**src/rtl/instr_loader.sv**
```systemverilog
// Instruction loader: takes a length-prefixed little-endian byte stream and
// writes it word by word into instruction memory. The CPU is held in reset
// until the load completes.
module instr_loader #(
    parameter int                WIDTH     = 32,
    parameter int                MAX_WORDS = 1024,
    parameter logic [WIDTH-1:0]  BASE_ADDR = 32'h0000_0000
) (
    input  logic             clk,
    input  logic             rst,
    input  logic             byte_valid,
    input  logic [7:0]       byte_data,
    output logic             byte_ready,
    output logic             wr_en,
    output logic [WIDTH-1:0] wr_addr,
    output logic [WIDTH-1:0] wr_data,
    output logic             cpu_rst,
    output logic             done,
    output logic             err
);

    typedef enum logic [2:0] {
        S_LEN  = 3'd0,
        S_DATA = 3'd1,
        S_LAST = 3'd2,
        S_DONE = 3'd3,
        S_ERR  = 3'd4
    } state_e;

    state_e           state_q, state_d;
    logic [1:0]       cnt_q, cnt_d;
    logic [23:0]      word_q, word_d;     // first three bytes of the current group
    logic [31:0]      len_q, len_d;
    logic [31:0]      idx_q, idx_d;
    logic             wr_en_q, wr_en_d;
    logic [WIDTH-1:0] wr_addr_q, wr_addr_d;
    logic [WIDTH-1:0] wr_data_q, wr_data_d;
    logic             cpu_rst_q, done_q, err_q;

    logic             acc;
    logic [31:0]      full;

    // Ready depends only on the state register, so no input-to-output path.
    assign byte_ready = (state_q == S_LEN) || (state_q == S_DATA);
    assign acc        = byte_valid && byte_ready;
    // Completed little-endian word when the 4th byte arrives this cycle.
    assign full       = {byte_data, word_q};

    // Next-state logic: byte assembly, header decode and write generation.
    always_comb begin
        state_d   = state_q;
        cnt_d     = cnt_q;
        word_d    = word_q;
        len_d     = len_q;
        idx_d     = idx_q;
        wr_en_d   = 1'b0;
        wr_addr_d = wr_addr_q;
        wr_data_d = wr_data_q;

        if (acc) begin
            cnt_d  = cnt_q + 2'd1;
            word_d = {byte_data, word_q[23:8]};
        end

        case (state_q)
            S_LEN: begin
                if (acc && cnt_q == 2'd3) begin
                    len_d = full;
                    idx_d = '0;
                    if (full == 32'd0)
                        state_d = S_DONE;
                    else if (full > 32'(MAX_WORDS))
                        state_d = S_ERR;
                    else
                        state_d = S_DATA;
                end
            end
            S_DATA: begin
                if (acc && cnt_q == 2'd3) begin
                    wr_en_d   = 1'b1;
                    wr_addr_d = BASE_ADDR + WIDTH'({idx_q[29:0], 2'b00});
                    wr_data_d = WIDTH'(full);
                    idx_d     = idx_q + 32'd1;
                    if (idx_q == len_q - 32'd1)
                        state_d = S_LAST;
                end
            end
            S_LAST:  state_d = S_DONE;
            default: state_d = state_q;   // DONE and ERR hold until reset
        endcase
    end

    // State and registered outputs; status flags follow the next state so
    // they change in the same cycle the FSM enters DONE/ERR.
    always_ff @(posedge clk or negedge rst) begin
        if (!rst) begin
            state_q   <= S_LEN;
            cnt_q     <= '0;
            word_q    <= '0;
            len_q     <= '0;
            idx_q     <= '0;
            wr_en_q   <= 1'b0;
            wr_addr_q <= BASE_ADDR;
            wr_data_q <= '0;
            cpu_rst_q <= 1'b1;
            done_q    <= 1'b0;
            err_q     <= 1'b0;
        end else begin
            state_q   <= state_d;
            cnt_q     <= cnt_d;
            word_q    <= word_d;
            len_q     <= len_d;
            idx_q     <= idx_d;
            wr_en_q   <= wr_en_d;
            wr_addr_q <= wr_addr_d;
            wr_data_q <= wr_data_d;
            cpu_rst_q <= (state_d != S_DONE);
            done_q    <= (state_d == S_DONE);
            err_q     <= (state_d == S_ERR);
        end
    end

    assign wr_en   = wr_en_q;
    assign wr_addr = wr_addr_q;
    assign wr_data = wr_data_q;
    assign cpu_rst = cpu_rst_q;
    assign done    = done_q;
    assign err     = err_q;

endmodule

```
**config.mk**
```make
export PLATFORM = sky130hd
export DESIGN_NAME = instr_loader
export DESIGN_NICKNAME = d
export VERILOG_FILES = /design/src/rtl/instr_loader.sv
export SDC_FILE = /design/constraint.sdc
export NUM_CORES = 1
export LEC_CHECK = 0
export BUFFER_PORTS_ARGS = -buffer_cell sky130_fd_sc_hd__buf_2
export CAP_MARGIN = 20
export CELL_PAD_IN_SITES_DETAIL_PLACEMENT = 1
export CELL_PAD_IN_SITES_GLOBAL_PLACEMENT = 2
export CORE_MARGIN = 2
export CORE_UTILIZATION = 40
export CTS_CLUSTER_SIZE = 12
export DETAILED_ROUTE_END_ITERATION = 8
export PLACE_DENSITY = 0.91
export SETUP_SLACK_MARGIN = 0.2
export SYNTH_ARGS = -nofsm -noshare
export SYNTH_HDL_FRONTEND = slang
export SYNTH_SLANG_ARGS = --single-unit
```
**constraint.sdc**
```tcl
create_clock -name clk -period 8.7 [get_ports clk]
set_input_delay 0.435 -clock clk [delete_from_list [all_inputs] [get_ports clk]]
set_output_delay 0.435 -clock clk [all_outputs]
set_load 0.01 [all_outputs]
```
==> After elaboration in Yosys (flattened, before gate mapping) <==
Index checks and enable logic that the tools add are counted.
{ "totals": {"rom_bits": 0, "word_cells": 44, "output_inout_bits": 69, "latch_bits": 0, "regBits": 159, "mem_count": 0, "ramBits": 0, "inputBits": 11} }
{ "classes": {"n_eq_ne": 9, "bitwise_logic": 0, "shifts": 0, "muxes": 11, "n_div": 0, "order_cmp": 1, "n_reduce_logical": 9, "multipliers": 0, "addsub": 3} }
{ "ops": {"columns": ["operator", "n"], "rows": [
  ["32-bit 2-to-1 mux", 2],
  ["32-bit case mux with 2 select lines", 1],
  ["32-bit by 1-bit adder with 32-bit output (second input constant)", 1],
  ["32-bit equality test", 1],
  ["32-bit by 11-bit > comparator with 1-bit output (second input constant)", 1],
  ["32-bit zero test", 1],
  ["32-bit by 1-bit subtractor with 32-bit output (second input constant)", 1],
  ["3-bit 2-to-1 mux", 5],
  ["3-bit case mux with 3 select lines", 1],
  ["3-bit by 2-bit equality test with 1-bit output (second input constant)", 2],
  ["2-bit by 1-bit != test with 1-bit output (second input constant)", 2],
  ["2-bit AND reduction", 2],
  ["3-bit by 1-bit equality test with 1-bit output (second input constant)", 1],
  ["3-bit equality test (second input constant)", 1],
  ["3-bit zero test", 1],
  ["3-bit by 2-bit != test with 1-bit output (second input constant)", 1],
  ["3-bit AND reduction", 1],
  ["2-bit by 1-bit adder with 2-bit output (second input constant)", 1],
  ["2-bit equality test (second input constant)", 1],
  ["1-bit logical AND", 2],
  ["1-bit 2-to-1 mux", 2],
  ["2-bit nonzero test", 1],
  ["1-bit logical OR", 1]
]} }

==> Longest topological paths before layout <==
Gate-level depths: netlist of run 1.
{ "depth": {"word_depth": 7, "mapped_depth": 10} }

==> Least setup slack after synthesis of run 1 <==
No wires, ideal clock.
{ "synth_timing": {"path_type": "register to register", "from": "register len_q[5]", "to": "register state_q[0]", "setup_slack_ns": 5.673, "required_ns": 8.581, "period_less_slack_ns": 3.027, "path_stages_with_launch": 10, "t_arrival_ns": 2.908, "path_cell_list": "dfrtp_1 -> buf_6 -> or4_4 -> or4_1 -> buf_2 -> or4_1 -> a21oi_1 -> o21ai_1 -> or4b_1 -> and2_1"} }
{ "synth_between": {"elab_chain_cells": 5} }
{ "synth_rtl": {"columns": ["item", "line", "text"], "rows": [
  ["start, declared", "33", "logic [31:0] len_q, len_d;"],
  ["start signal, assigned", "112", "len_q <= len_d;"],
  ["32-bit by 1-bit subtractor with 32-bit output", "84", "if (idx_q == len_q - 32'd1)"],
  ["32-bit equality test", "84", null],
  ["3-bit 2-to-1 mux", "84", null],
  ["3-bit 2-to-1 mux", "79", "if (acc && cnt_q == 2'd3) begin"],
  ["3-bit case mux with 3 select lines", "65", "case (state_q)"],
  ["net state_d[0]", "30", "state_e state_q, state_d;"],
  ["end signal, assigned", "109", "state_q <= state_d;"],
  ["end, declared", "30", null]
]} }
The timed path passes the listed nets, and every way through them passes these cells.
A chain may end at the register's enable or synchronous reset.

==> Worst setup path after layout of run 1 <==
Ends and elaborated chain as after synthesis.

==> flow_summary_export.csv, run 1 <==
group,metric,value,unit
outcome,status,"completed",
cts,clock_latency,430,ps
cells_and_area,drive_above_1_share,0.217,
placement,gp_congestion,0.921,
synthesis,synth.avg_cell_area,9.74,um2
critical_path,worstPathRequired,9020,ps
cts,htree_levels,4,
pwr,vdd_drop_max,0.145,mV
critical_path,start_kind,"flip-flop",
critical_path,crit_path_end_kind,"flip-flop",
timing,slew_headroom,0.363,
timing,grt_setup_unrepaired,"false",
routing,via_count,5890,
critical_path,crit_chain,"or4_4 > nor4_1 > a31oi_1 > a2111oi_0 > nand4_1 > or4b_1 > and2_1",
cts,root_buffer,"clkbuf_16",
synthesis,synth_warnings,0,
floorplanning,rows,50,
grt,antenna_found_initial,0,
synthesis,synthArstFlopShare,1.00,
placement,dpl_cell_area,0.00816,mm2
grt,grt_max_degree,102,
synthesis,synth_edf_count,0,
synthesis,yosys_register_bits,159,
synthesis,ys_seq_area_frac,0.521,
cells_and_area,fin_area,0.00880,mm2
synthesis,synth_area_leaders,"dfrtp_1 (52%), nand2_1 (11%), mux2_2 (8.4%)",
cts,cts_setup_buffers,0,
floorplanning,ioPinCount,80,
synthesis,ys_types,64,
grt,first_global_vias,6059,
critical_path,rrSetupSlack,5160,ps
grt,grt_pass1_wl,32500,um
timing,setup_tns,0,ps
cts,clock_sinks,159,
floorplanning,start_util,0.409,
critical_path,slowest_stage,"nor4_1",
timing,slew_violations,0,
routing,drt-vias-per-instance,5.42,
critical_path,critPathMaxStageDelay,830,ps
critical_path,path_delay_family,"simple AND/OR/NAND/NOR gates",
floorplanning,die_h,142,um
cts,cts_tree,"built",
cts,cts.clk_slew.worst_paths,70,ps
grt,gr-total-overflow,0,
routing,post_drt_wl_per_cell,18.3,um
cells_and_area,syn2layout_area_growth,15.1,%
synthesis,ys_top_cells_by_count,"nand2_1 (219), dfrtp_1 (158), mux2_2 (57), clkbuf_1 (35), nand3_1 (28)",
synthesis,synth.top_cell.area_share,0.517,
critical_path,path_buf_inv,0,
grt,grt_usage,0.205,
routing,drtIter0Drc,320,
timing,setup_violations,0,
placement,io_buffer_count,77,
cells_and_area,fillers,2148,
critical_path,crit_type,"reg2reg",
cts,cts.repair.resized,0,
floorplanning,core_region_area,0.0187,mm2
routing,drc,0,
hold_path,hp-class,"in2async",
placement,post-dp-hpwl,13800,um
synthesis,synth.most_common_cell,"nand2_1",
timing,fin_skew,6.45,ps
timing,period_share,0.407,
cts,numCtsBuffers,17,
cts,clk_path_buf_depth,2,
timing,max_clock_freq,0.283,GHz
timing,worstMarginPinSlew,947,ps
timing,hold_violations,0,
job,max_cap_violations,0,
synthesis,ys.flop_type,"dfrtp_1",
floorplanning,die_w,142,um
synthesis,syn-cell-area,0.00764,mm2
critical_path,cp_max_fo,9,
synthesis,syn_inst,785,
pwr,p_leak,4.40,nW
cells_and_area,final_net_count,853,
synthesis,yosysTopAreaCell,"dfrtp_1",
cells_and_area,antennaDiodeCount,0,
floorplanning,dieArea,0.0202,mm2
pwr,p_per_area,243,mW/mm2
cts,ctsHoldBuffers,0,
routing,final_antenna_net_count,0,
routing,finalWirelength,19800,um
routing,firstDrtPassIters,4,
critical_path,cp.arrival,3860,ps
timing,period_needed,3540,ps
==> report_power, final <==
part           switching, mW  internal (mW)  total, mW  leakage [nW]
Clock                  0.323          0.465      0.788         0.295
Combinational          0.247          0.156      0.403          2.04
Sequential            0.0910          0.859      0.950          2.06
Total                  0.661           1.48       2.14          4.40
==> worst paths after layout <==
path / start / endpoint / cells after the start
setup / recovery: len_q[5]$_DFFE_PN0P_ / state_q[0]$_DFF_PN0_ / 7
setup reg to reg: len_q[5]$_DFFE_PN0P_ / state_q[0]$_DFF_PN0_ / 7
max in group asynchronous: rst / idx_q[6]$_DFFE_PN0P_ / 2
hold reg to reg: wr_addr[8]$_DFFE_PN0P_ / wr_addr[8]$_DFFE_PN0P_ / 2
min in group clk: byte_data[0] / wr_data[24]$_DFFE_PN0P_ / 3
hold / removal: rst / wr_data[26]$_DFFE_PN0P_ / 1
==> metrics by stage <==
stage / setup slack (ps) / util / total power, mW / hold slack [ps] / cells
2_1_floorplan: 5670 / - / 1.18 / 139 / 786
3_3_place_gp: 5370 / 0.436 / 1.35 / 456 / 1053
3_5_place_dp: 5210 / 0.436 / 1.37 / 459 / 1053
4_1_cts: 5200 / 0.469 / 2.17 / 154 / 1085
5_1_grt: 5040 / 0.470 / 2.26 / 174 / 1086
6_report: 5160 / 0.470 / 2.14 / 97.9 / 1086
==> layout by cell type (no fill, tap or decap), types with 4 or more instances in the layout <==
cell / instances
o211ai_1: 9
inv_1: 12
inv_6: 6
nor3_1: 16
nand2_1: 218
nor4_1: 18
a21oi_1: 9
mux2_2: 57
o21ai_0: 26
buf_2: 76
and2_1: 5
xnor2_1: 18
nand4_1: 9
nor2_1: 24
or3_1: 12
or4_1: 13
nor3b_1: 4
and3_1: 5
xor2_1: 17
buf_4: 5
dfrtp_1: 158
o31ai_1: 9
mux2i_1: 6
clkbuf_16: 17
o311ai_0: 4
nand3_1: 27
==> metal layers <==
layer | global-route usage | routed length (um) | up-vias
met5 | 0 | 0 | -
met4 | 0.0674 | 255 | 0
met3 | 0.0326 | 527 | 18
met2 | 0.325 | 9200 | 83
met1 | 0.288 | 9840 | 2955
li1 | - | - | 2834
==> kinds of logic (layout without fill, tap and decap cells) <==
kind of cell | count (synthesis) | after routing | synth area share
compound gates | 85 | 85 | 0.0751
flops | 159 | 159 | 0.521
buf+inv | 62 | 128 | 0.0357
mux | 63 | 63 | 0.0918
xor+xnor | 35 | 35 | 0.0401
fa+ha+maj | 3 | 3 | 0.00491
simple gates | 377 | 377 | 0.231
other cells | 1 | 2 | 0.000491
==> registers in the layout, summed over array words and instances (netlist names) <==
name,flops
word_q,24
wr_en,1
state_q,3
len_q,32
err,1
idx_q,32
done,1
wr_addr,30
wr_data,32
cpu_rst,1
cnt_q,2
==> area by class of cell <==
class	count	area, um2	share of cell area
sequential	159	3980	0.452
multi-input combinational	565	3410	0.387
timing repair buffer	83	449	0.0511
clock buffer	18	439	0.0499
tap	234	293	0.0333
clock inverter	14	179	0.0203
inverter	13	48.8	0.00555
Power figures use the tool's default switching activity.
==> run 2, diff against run 1 <==
Settings changed: ABC_AREA set to 1, CORE_UTILIZATION 40 to 35, PLACE_DENSITY 0.91 to 0.86.
Clock period 8.7 ns to 3.6 ns, I/O delays scaled along.
==> flow_summary_export.csv, run 2 <==
group,metric,value,unit
synthesis,yosysTopAreaCell,"dfrtp_1",
floorplanning,die_h,154,um
job,max_cap_violations,0,
synthesis,ys_seq_area_frac,0.507,
grt,antenna_found_initial,0,
cells_and_area,drive_above_1_share,0.137,
synthesis,synthArstFlopShare,1.00,
routing,drt-vias-per-instance,4.89,
grt,grt_pass1_wl,36500,um
cts,clk_path_buf_depth,2,
timing,setup_violations,0,
cells_and_area,post-route-util,0.418,
cells_and_area,antennaDiodeCount,0,
critical_path,crit_type,"reg2reg",
floorplanning,dieArea,0.0237,mm2
floorplanning,core_region_area,0.0219,mm2
timing,worstMarginPinSlew,759,ps
cts,numCtsBuffers,17,
critical_path,critPathMaxStageDelay,410,ps
cells_and_area,final_common_cell,"nand2_1",
cts,cts.repair.resized,0,
placement,post-dp-hpwl,15800,um
grt,first_global_vias,6943,
pwr,vdd_drop_max,0.275,mV
synthesis,syn-cell-area,0.00785,mm2
synthesis,synth.top_cell.area_share,0.503,
critical_path,path_delay_family,"simple AND/OR/NAND/NOR gates",
cts,clock_sinks,159,
floorplanning,start_util,0.359,
timing,grt_setup_unrepaired,"false",
timing,period_share,0.716,
cells_and_area,final_cell_mix,"nand2_1 (268), dfrtp_1 (158), o21ai_0 (124), nor2_1 (106), inv_1 (98)",
synthesis,yosys_register_bits,159,
synthesis,syn_inst,982,
cts,cts_tree,"built",
pwr,p_per_area,408,mW/mm2
timing,fin_skew,8.07,ps
timing,slew_violations,0,
timing,setup_tns,0,ps
timing,hold_violations,0,
critical_path,crit_chain,"nor2_2 > nand2_1 > nand2_1 > nand3_1 > inv_1 > nand3_2 > buf_4 > a22oi_1 > or2_2 > inv_1",
routing,drc,0,
routing,via_count,6571,
cells_and_area,instances_no_fill,1343,
synthesis,ys_top_cells_by_count,"nand2_1 (268), dfrtp_1 (158), o21ai_0 (124), nor2_1 (106), inv_1 (98)",
synthesis,ys_types,39,
floorplanning,ioPinCount,80,
pwr,p_leak,4.72,nW
critical_path,path_buf_inv,3,
timing,slew_headroom,0.494,
routing,drtIter0Drc,390,
placement,numPlacedInstances,1310,
critical_path,worstPathRequired,3930,ps
routing,post_drt_wl_per_cell,16.2,um
grt,grt_max_degree,85,
synthesis,synth_warnings,0,
placement,io_buffer_count,77,
routing,firstDrtPassIters,4,
timing,period_needed,2580,ps
critical_path,cp.arrival,2900,ps
grt,gr-total-overflow,0,
cts,clock_latency,430,ps
cells_and_area,final_net_count,1064,
synthesis,synth.avg_cell_area,8.00,um2
critical_path,crit_path_end_kind,"flip-flop",
synthesis,ys.flop_type,"dfrtp_1",
floorplanning,rows,54,
cts,htree_levels,4,
cells_and_area,fillers,2701,
synthesis,synth.most_common_cell,"nand2_1",
cts,cts.clk_slew.worst_paths,60,ps
critical_path,cp_max_fo,24,
critical_path,slowest_stage,"dfrtp_1",
routing,final_antenna_net_count,0,
cells_and_area,syn2layout_area_growth,16.4,%
grt,grt_usage,0.191,
placement,gp_congestion,0.864,
synthesis,synth_edf_count,0,
cts,cts_setup_buffers,0,
hold_path,hp-class,"in2reg",
timing,max_clock_freq,0.388,GHz
routing,finalWirelength,21700,um
outcome,status,"completed",
synthesis,synth_area_leaders,"dfrtp_1 (50%), nand2_1 (13%), o21ai_0 (7.9%)",
floorplanning,die_w,154,um
cts,root_buffer,"clkbuf_16",
critical_path,start_kind,"flip-flop",
[run 2: final timing paths]
kind / endpoint / cells past startpoint / start / slack [ps]
worst max-delay path: idx_q[18]$_DFFE_PN0P_ / 10 / state_q[0]$_DFF_PN0_ / 1020
worst min register to register: wr_addr[15]$_DFFE_PN0P_ / 2 / wr_addr[15]$_DFFE_PN0P_ / 460
min in group asynchronous: wr_addr[11]$_DFFE_PN0P_ / 2 / rst / 350
worst min-delay path: wr_data[29]$_DFFE_PN0P_ / 3 / byte_data[5] / 90
max in group asynchronous: len_q[24]$_DFFE_PN0P_ / 3 / rst / 2340
worst max register to register: idx_q[18]$_DFFE_PN0P_ / 10 / state_q[0]$_DFF_PN0_ / 1020
[run 2: repair_timing]
action / CTS / global route
setup endpoints to repair: 0 / 0
hold endpoints to repair: 75 / 0
hold buffers: 1 / 0
[run 2: final cells by class]
class / count / area [um2] / area share
clock buffers: 21 / 460 / 0.0504
clock inverters: 11 / 154 / 0.0168
inverters: 101 / 380 / 0.0416
multi-input cells: 685 / 3330 / 0.364
flip-flops and latches: 159 / 3980 / 0.435
well taps: 280 / 350 / 0.0383
repair buffers: 86 / 487 / 0.0532
[run 2: kinds of logic after synthesis]
family / Yosys count / share of synthesized area
and+or+nand+nor: 472 / 0.258
AOI/OAI and AO/OA: 163 / 0.108
DFF: 159 / 0.507
buffers and inverters: 139 / 0.0703
xor gates and xnor gates: 39 / 0.0435
muxes: 6 / 0.00781
adders and majority gates: 3 / 0.00478
other: 1 / 0.000477
[run 2: tightest hold or removal path, cell delays in order]
cell and delay (ps):
buf_2 70, inv_1 70, o21ai_0 160
[run 2: metal layers]
metal  track usage  vias up  wire length (um)
met5             0        -                 0
met4        0.0419        0               199
met3        0.0296       15               783
met2         0.308      105             10000
met1         0.274     3177             10700
li1              -     3274                 -
[run 2: through the flow]
step                instance area (um2)  hold WS (ps)  power, mW  setup WS, ps
floorplan                          7860          -116       1.83          1620
global placement                   8520           282       1.87          1100
detailed placement                 8520           278       1.87          1010
CTS                                9140          79.8       3.77           990
global route                       9140           109       3.85           698
finish                             9140          91.3       3.73          1020
[run 2: where the power goes]
| group | switching [mW] | internal (mW) | total (mW) | leakage (nW) |
|---|---|---|---|---|
| combinational | 0.0442 | 0.00830 | 0.0525 | 2.27 |
| sequential | 0 | 1.79 | 1.79 | 2.16 |
| clock | 0.752 | 1.13 | 1.89 | 0.294 |
==> run 3, diff against run 2 <==
Settings changed: ABC_AREA 1 to 0, CORE_UTILIZATION 35 to 34, PLACE_DENSITY 0.86 to 0.83.
Clock period 3.6 ns to 2.2 ns, I/O delays scaled along.
==> flow_summary_export.csv, run 3 (same netlist as run 1, synthesis figures left out) <==
group,metric,value,unit
timing,fin_skew,14.4,ps
critical_path,path_delay_family,"simple AND/OR/NAND/NOR gates",
timing,fin_ws,-810,ps
placement,io_buffer_count,77,
critical_path,crit_chain,"or4_4 > or3_4 > or4_4 > a221o_1 > nor4_1 > or4b_4 > and2_4",
pwr,vdd_drop_max,0.470,mV
critical_path,crit_type,"reg2reg",
critical_path,critPathMaxStageDelay,550,ps
floorplanning,die_h,154,um
pwr,p_leak,5.61,nW
timing,slew_violations,0,
hold_path,hp-class,"in2async",
critical_path,worstPathRequired,2530,ps
cells_and_area,antennaDiodeCount,0,
cells_and_area,final_net_count,1024,
outcome,violations,"negative setup slack",
critical_path,cpMostUsedCell,"or4_4",
grt,grt_pass1_wl,39400,um
grt,antenna_found_initial,0,
floorplanning,die_w,154,um
routing,drc,0,
timing,slew_headroom,0.620,
critical_path,path_buf_inv,0,
timing,grt_setup_unrepaired,"true",
routing,wl_met2,12500,um
cts,numCtsBuffers,17,
timing,period_needed,3010,ps
timing,setup_violations,7,
floorplanning,start_util,0.348,
placement,gp_congestion,0.905,
routing,wl_met1,11700,um
timing,worstMarginPinSlew,565,ps
cells_and_area,fillers,2420,
critical_path,cp.arrival,3340,ps
timing,hold_violations,0,
cts,cts_tree,"built",
cells_and_area,final_cell_mix,"nand2_1 (212), dfrtp_1 (157), buf_4 (130), buf_2 (76), mux2_4 (32)",
critical_path,slowest_stage,"or4_4",
cells_and_area,drive_above_1_share,0.405,
cells_and_area,syn2layout_area_growth,42.5,%
outcome,status,"finished with violations",
routing,finalWirelength,25200,um
grt,grt_usage,0.213,
routing,wl_met3,696,um
routing,routed.top_layer,"met4",
timing,fin_worst_hold_slack,162,ps
floorplanning,core_region_area,0.0220,mm2
grt,gr-total-overflow,0,
cells_and_area,post-route-util,0.496,
critical_path,cp_max_fo,4,
timing,period_share,1.37,
floorplanning,dieArea,0.0237,mm2
cts,clock_sinks,159,
routing,firstDrtPassIters,4,
cts,clk_path_buf_depth,2,
placement,post-dp-hpwl,16400,um
routing,drt-vias-per-instance,5.21,
routing,drtIter0Drc,318,
cts,root_buffer,"clkbuf_16",
critical_path,start_kind,"flip-flop",
timing,setup_tns,-1700,ps
cts,cts.clk_slew.worst_paths,70,ps
grt,grt_max_degree,56,
timing,max_clock_freq,0.332,GHz
pwr,p_per_area,814,mW/mm2
routing,final_antenna_net_count,0,
grt,first_global_vias,7133,
floorplanning,rows,54,
routing,via_count,6790,
cts,clock_latency,430,ps
cells_and_area,final_common_cell,"nand2_1",
cts,htree_levels,4,
floorplanning,ioPinCount,80,
job,max_cap_violations,0,
routing,post_drt_wl_per_cell,19.4,um
critical_path,crit_path_end_kind,"flip-flop",
## run 3: worst paths after layout
kind                                         startpoint                       to  slack [ps]  cells past startpoint
worst max-delay path               len_q[2]$_DFFE_PN0P_     state_q[0]$_DFF_PN0_        -810                      7
worst min-delay path                                rst  wr_data[30]$_DFFE_PN0P_         160                      2
worst min register to register  wr_addr[13]$_DFFE_PN0P_  wr_addr[13]$_DFFE_PN0P_         470                      2
worst max register to register     len_q[2]$_DFFE_PN0P_     state_q[0]$_DFF_PN0_        -810                      7
max in group asynchronous                           rst        cpu_rst$_DFF_PN1_        1380                      3
min in group clk                           byte_data[7]  wr_data[31]$_DFFE_PN0P_         170                      4
## run 3: what timing repair did
item,in CTS,in global routing
setup endpoints to repair,126,102
setup buffers,19,16
resized for setup,77,81
pin swaps,28,21
endpoints found under the hold margin,159,0
hold buffers,9,0
cloned,2,2
## run 3: final cells by class
type | instances | area, um2 | share of cell area
well taps | 280 | 350 | 0.0322
flip-flops and latches | 159 | 3980 | 0.365
multi-input cells | 565 | 3920 | 0.360
inverters | 13 | 48.8 | 0.00448
clock inverters | 12 | 120 | 0.0110
clock buffers | 20 | 467 | 0.0428
repair buffers | 254 | 2010 | 0.184
## run 3: metrics by stage
stage	area (um2)	power (mW)	setup slack, ps	std cells
2_1_floorplan	7740	4.70	-824	786
3_3_place_gp	9220	5.57	-781	1223
3_5_place_dp	9220	5.64	-1040	1223
4_1_cts	10400	8.86	-794	1285
5_1_grt	10900	9.36	-857	1303
6_report	10900	8.87	-810	1303
## run 3: layer usage
metal,vias up,GRT usage
met4,0,0.0525
li1,3174,-
met3,27,0.0406
met5,-,0
met1,3451,0.283
met2,138,0.361
## run 3: report_power, final
| part | switching (mW) | internal (mW) |
|---|---|---|
| Clock | 1.30 | 1.67 |
| Sequential | 0.326 | 3.40 |
| Combinational | 1.21 | 0.964 |
| Total | 2.83 | 6.03 |
## run 3: worst reg2reg max path, cell delays in order, from the launching register on
cell	delay, ps
dfrtp_1	380
or4_4	550
or3_4	370
or4_4	480
a221o_1	330
nor4_1	160
or4b_4	500
and2_4	150
